==> config.mk <==
export PLATFORM = sky130hd
export DESIGN_NAME = fetch_unit
export DESIGN_NICKNAME = d
export VERILOG_FILES = /design/src/rtl/fetch_unit.sv
export SDC_FILE = /design/constraint.sdc
export NUM_CORES = 1
export LEC_CHECK = 0
export ABC_AREA = 1
export ABC_CLOCK_PERIOD_IN_PS = 14800
export CAP_MARGIN = 10
export CORE_AREA = 10 10 156 195
export CTS_BUF_LIST = sky130_fd_sc_hd__clkbuf_2 sky130_fd_sc_hd__clkbuf_4 sky130_fd_sc_hd__clkbuf_8
export DETAILED_ROUTE_END_ITERATION = 8
export DIE_AREA = 0 0 166 205
export REMOVE_ABC_BUFFERS = 1
export SLEW_MARGIN = 20
export SYNTH_ARGS = -nofsm -noshare
export SYNTH_HDL_FRONTEND = slang
export SYNTH_SLANG_ARGS = --single-unit
==> constraint.sdc <==
create_clock -name clk -period 14.8 [get_ports clk]
set_clock_uncertainty 0.15 [all_clocks]
set_input_delay 2.22 -clock clk [delete_from_list [all_inputs] [get_ports clk]]
set_output_delay 2.22 -clock clk [all_outputs]
set_load 0.05 [all_outputs]
==> src/rtl/fetch_unit.sv <==
// fetch_unit: instruction-fetch stage. It drives imem requests from the current PC and registers IF/ID.
// Latency: id_* outputs update on the clock edge that ends the ack cycle. Zero-wait memory sustains one fetch per cycle.
// Backpressure: a stall that collides with an ack parks the fetch in a one-entry skid (HOLD); a flush without ack drains the stale response (DROP).
//
// Ports:
//   clk, rst                  clock, async active-high reset
//   pc / pc_en / pc_plus4     PC register interface (pc_en loads the external next PC)
//   imem_req/addr/ack/rdata   instruction memory req/ack handshake
//   stall, flush              decode backpressure and redirect
//   id_valid/pc/instr/pc_plus4 registered IF/ID outputs
module fetch_unit #(
  parameter logic [31:0] RESET_INSTR = 32'h0000_0000
) (
  input  logic        clk,
  input  logic        rst,
  input  logic [31:0] pc,
  output logic        pc_en,
  output logic [31:0] pc_plus4,
  output logic        imem_req,
  output logic [31:0] imem_addr,
  input  logic        imem_ack,
  input  logic [31:0] imem_rdata,
  input  logic        stall,
  input  logic        flush,
  output logic        id_valid,
  output logic [31:0] id_pc,
  output logic [31:0] id_instr,
  output logic [31:0] id_pc_plus4
);

  typedef enum logic [1:0] {S_WAIT, S_HOLD, S_DROP} state_t;

  state_t      state, state_nxt;
  logic        id_valid_nxt;
  logic [31:0] id_pc_nxt, id_instr_nxt, id_pc_plus4_nxt;
  logic [31:0] skid_pc, skid_pc_nxt, skid_instr, skid_instr_nxt;
  logic [31:0] drop_addr, drop_addr_nxt;
  logic        free;

  assign pc_plus4 = pc + 32'd4;
  // IF/ID can take a new instruction when it is empty or decode is consuming it.
  assign free     = !id_valid || !stall;

  always_ff @(posedge clk or posedge rst) begin
    if (rst) begin
      state       <= S_WAIT;
      id_valid    <= 1'b0;
      id_pc       <= 32'd0;
      id_instr    <= RESET_INSTR;
      id_pc_plus4 <= 32'd4;
      skid_pc     <= 32'd0;
      skid_instr  <= RESET_INSTR;
      drop_addr   <= 32'd0;
    end else begin
      state       <= state_nxt;
      id_valid    <= id_valid_nxt;
      id_pc       <= id_pc_nxt;
      id_instr    <= id_instr_nxt;
      id_pc_plus4 <= id_pc_plus4_nxt;
      skid_pc     <= skid_pc_nxt;
      skid_instr  <= skid_instr_nxt;
      drop_addr   <= drop_addr_nxt;
    end
  end

  always_comb begin
    state_nxt       = state;
    id_valid_nxt    = id_valid;
    id_pc_nxt       = id_pc;
    id_instr_nxt    = id_instr;
    id_pc_plus4_nxt = id_pc_plus4;
    skid_pc_nxt     = skid_pc;
    skid_instr_nxt  = skid_instr;
    drop_addr_nxt   = drop_addr;
    pc_en           = 1'b0;
    imem_req        = 1'b1;
    imem_addr       = pc;

    case (state)
      S_WAIT: begin
        if (flush) begin
          pc_en        = 1'b1;
          id_valid_nxt = 1'b0;
          id_instr_nxt = RESET_INSTR;
          // The request is still in flight; its response must be swallowed
          // and the address held until memory acks it.
          if (!imem_ack) begin
            drop_addr_nxt = pc;
            state_nxt     = S_DROP;
          end
        end else if (imem_ack) begin
          pc_en = 1'b1;
          if (free) begin
            id_valid_nxt    = 1'b1;
            id_pc_nxt       = pc;
            id_instr_nxt    = imem_rdata;
            id_pc_plus4_nxt = pc_plus4;
          end else begin
            skid_pc_nxt    = pc;
            skid_instr_nxt = imem_rdata;
            state_nxt      = S_HOLD;
          end
        end else if (free) begin
          id_valid_nxt = 1'b0;
        end
      end

      S_HOLD: begin
        imem_req = 1'b0;
        if (flush) begin
          pc_en          = 1'b1;
          id_valid_nxt   = 1'b0;
          id_instr_nxt   = RESET_INSTR;
          skid_pc_nxt    = 32'd0;
          skid_instr_nxt = RESET_INSTR;
          state_nxt      = S_WAIT;
        end else if (!stall) begin
          id_valid_nxt    = 1'b1;
          id_pc_nxt       = skid_pc;
          id_instr_nxt    = skid_instr;
          id_pc_plus4_nxt = skid_pc + 32'd4;
          skid_pc_nxt     = 32'd0;
          skid_instr_nxt  = RESET_INSTR;
          state_nxt       = S_WAIT;
        end
      end

      S_DROP: begin
        imem_addr = drop_addr;
        if (flush) begin
          pc_en        = 1'b1;
          id_valid_nxt = 1'b0;
          id_instr_nxt = RESET_INSTR;
        end else if (imem_ack) begin
          state_nxt = S_WAIT;
        end
      end

      default: state_nxt = S_WAIT;
    endcase
  end

endmodule

* Word level (Yosys, flattened, before mapping)
Cells that the tools add are included.
Word-level totals: input port bits 69, flip-flop bits (word level) 195, bits in latches 0, output and inout port bits 163, memory bits (read-only) 0, logic and storage cells 92, bits in writable memories 0, memories kept 0
Operators by class: divide/modulo/power cells 0, bitwise operators 1, shift operators 0, $add $sub $neg 2, eq/ne operators 16, order comparisons 0, muxes and demuxes 52, multiply operators 0, reduce and logical (&&, ||, !) cells 13
Operators by type and width (number):
- 32-bit two-way mux | 25
- 32-bit one-hot mux with 2 select lines | 4
- 32-bit one-hot mux with 3 select lines | 1
- 32-bit by 3-bit adder with 32-bit output, second input constant | 2
- 2-bit != test, second input constant | 9
- 2-bit two-way mux | 8
- 3-bit != test, second input constant | 5
- 6-bit AND reduction | 2
- 1-bit two-way mux | 11
- 5-bit AND reduction | 2
- 2-bit one-hot mux with 3 select lines | 1
- 4-bit AND reduction | 1
- 1-bit one-hot mux with 3 select lines | 1
- 3-bit AND reduction | 1
- 3-bit nonzero test | 1
- 2-bit by 1-bit equality test with 1-bit output, second input constant | 1
- 2-bit equality test, second input constant | 1
- 1-bit zero test | 2
- 2-bit zero test | 1
- 1-bit one-hot mux with 2 select lines | 1
- 2-bit nonzero test | 1
- 2-bit OR reduction | 1
- 1-bit logical OR | 1
- 1-bit NOT | 1

* Longest topological paths before layout
depth in word-level cells 6, depth in mapped cells 12, gate-level depth less buffers 12

* Worst setup path before layout
No wires, ideal clock.
kind in2out, from in pc[2], to out pc_plus4[14], buffers on the path 0, stages on the path 6, data required time 12430 ps, data arrival time 3625 ps, setup slack 8805 ps, path through ha_1 -> nand3_1 -> inv_1 -> nand2_2 -> nor2_4 -> xor2_1
Between the ends: cells in the longest elaborated chain, start to end 1
RTL lines:
- from (decl) | line 16 | input logic [31:0] pc,
- 32-bit by 3-bit adder with 32-bit output | line 40 | assign pc_plus4 = pc + 32'd4;
- to (decl) | line 18 | output logic [31:0] pc_plus4,
No other way between the ends.

* Final worst setup path
from in pc[3], to out pc_plus4[20]
Same word-level chain as after synthesis.

==> metrics.txt <==
critical path startpoint category input pin; CTS H-tree lvls 4; vias per inst just over 5; Routed Antenna Nets 0; Finished Core Util 50.2%; CTS max path bufs 2; I/O Buffers 231; Synth Cell Area about 11000 sq um; nets ~1600; Most used DFF post-synth dfrtp_1; number of antenna violations at the first check in global routing 0; final wirelength 35.0 mm; asr flop ratio synth between 90% and 100%; post-synthesis cell type count 38; final setup violation count 0; layout cells sized above 1 6.78%; # Post-CTS Setup Buffers 0; Synth Instances 1352; wire per inst 18.5 um; core area 26600 sq um; Hold WS 0.329 ns; GRT overflow 0; area leader, netlist dfrtp_1; EDFF count, synth 0; largest net degree at the start of global routing 127; post-route non-filler standard cell count between 1500 and 2000; Fillers 2650; Pins Over Slew Limit 0; Iter 0 DRT Violations 498; DR vias 9668; row cnt 67; Clk Latency, worst-skew pair 0.49 ns; Hold Path Class flip-flop to flip-flop; min Tclk post-route ~7.2 ns; outcome finished, final reports clean; CP startpoint pc[3]; Ports 232; Seq cells post-synth just under 200; clock tree from TritonCTS built; DP HPWL between 20 and 25 mm; Tot Pwr 2970 uW; Crit Path Class input pin to output pin; vias in the first global route 9456; Hold Vio Cnt, Final 0; Pre-Repair DR Iteration Count 5; synthesized area per cell 7.77 sq um; capture point of the critical path pc_plus4[20]; top cells by area, synth dfrtp_1 46%, nand2_1 16%, o21ai_0 5.8%; n_diodes 0; unrepaired setup endpoints after global routing no; Max-cap violations 0; # resized after CTS 0; WP data arrival 4.87 ns; GRT Resource Usage Total 20.1%; worst-path maximum fanout 4; die width 166 um; Max Fclk 0.138 GHz; clock-pin slew on the worst setup and hold paths 0.11 ns; VDD IR-drop max 0.000109 V; clock root cell clkbuf_8; Reg2Reg Capture Point id_pc_plus4[27]; Initial Util 39.5%; Leakage about 0.006 uW; placed cell count between 1500 and 2000; reg-to-reg startpoint state[1]; Yosys warnings 0; setup TNS 0 ns; required time of the worst setup path around 12 ns; area share of the largest cell type after synthesis 45.8%; worst relative slew slack 28.6%; first-pass GRT wire length 55.3 mm; P&R area growth vs syn 27.0%; Power per Cell Area 223 nW/um^2; worst-margin pin slew 1.07 ns; DRC Markers 0; R2R Setup Slk 10.45 ns; worst-case reg-to-reg path depth 9; Die Area 34000 sq um; post-synthesis sequential area ratio 46.0%; CP endpoint kind output pin; Hold Crit Depth 2; # clock sinks 193; GP Congestion 0.948; cts bufs inserted 17; number of buffers inserted by hold repair at cts 0; final period utilization 48.9%; die height between 200 and 250 um
## cell type report
cell class / count / area, sq um / area share, %
clock buffer: 17 / 234 / 1.75
clock inverter: 15 / 184 / 1.38
inverter: 121 / 468 / 3.51
multi-input combinational: 964 / 4820 / 36.1
sequential: 193 / 4830 / 36.2
tap: 345 / 432 / 3.24
timing repair buffer: 239 / 2370 / 17.8
## cell usage in the layout, fill, tap and decap left out, drive strengths merged, types with 2 or more instances in the layout
master and count:
nand2 450, clkdlybuf4s50 231, dfrtp 192, o21ai 141
inv 130, nor2 121, nand3 89, a31oi 36
o22ai 33, mux2 32, xor2 18, clkbuf 17
nand3b 11, buf 8, nand4 7, xnor2 7
a21oi 6, ha 6, clkinv 4, and2 2
## metrics by stage
step                cell area (sq um)  setup slack [ns]
global placement                12900              7.61
CTS                             13300              7.60
detailed placement              12900              7.60
global route                    13300              7.47
floorplan                       10100              7.18
finish                          13300              7.56
## flip-flops by register name, summed over array words and instances, names as in the netlist
name	count
drop_addr	32
skid_instr	32
id_valid	1
state	2
id_pc_plus4	30
id_pc	32
id_instr	32
skid_pc	32
## cells by family after synthesis
logic type                 after synthesis  synth area share, %
DFF                                    193                 46.0
adders and majority gates                6                0.715
AOI/OAI and AO/OA                      221                 11.6
buffers and inverters                  195                 8.22
and+or+nand+nor                        680                 26.9
xor gates and xnor gates                25                 2.09
muxes                                   32                 4.50
## layer usage
| metal | wire length [um] | part of all wire, % | vias up | GRT usage [%] |
|---|---|---|---|---|
| met2 | 17100 | 49 | 278 | 34.0 |
| met5 | 0 | 0 | - | 0 |
| li1 | - | - | 4735 | - |
| met3 | 2430 | 6.9 | 42 | 5.90 |
| met4 | 740 | 2.1 | 0 | 6.62 |
| met1 | 14800 | 42 | 4613 | 24.0 |
## cells in the mapped netlist (all sizes together), types with 2 or more instances
cell / number
a21oi: 6
a31oi: 36
and2: 2
buf: 32
clkbuf: 42
dfrtp: 192
ha: 6
inv: 121
mux2: 32
nand2: 450
nand3: 89
nand3b: 11
nand4: 7
nor2: 121
o21ai: 141
o22ai: 33
xnor2: 7
xor2: 18
## power by group
group          total, uW  switching [uW]  internal [uW]
clock                371             226            145
combinational       1690            1150            541
sequential           912             153            759
## how the worst min path moves through the flow
stage	slack, ns	start	endpoint
CTS	0.33	id_pc_plus4[2]	id_pc_plus4[2]
global placement	0.31	id_pc_plus4[2]	id_pc_plus4[2]
floorplan	0.30	drop_addr[27]	drop_addr[27]
finish	0.33	id_pc_plus4[2]	id_pc_plus4[2]
detailed placement	0.31	id_pc_plus4[2]	id_pc_plus4[2]
global route	0.35	id_pc_plus4[2]	id_pc_plus4[2]
## worst max-delay path, cell delays in order
cell             delay, ns
clkdlybuf4s50_1       0.53
ha_1                  0.20
nand3_1               0.22
inv_1                 0.16
nand2_2               0.13
nor2_2                0.31
nand4_1               0.16
nand2_1               0.12
clkdlybuf4s50_1       0.83
Power figures use the tool's default switching activity.
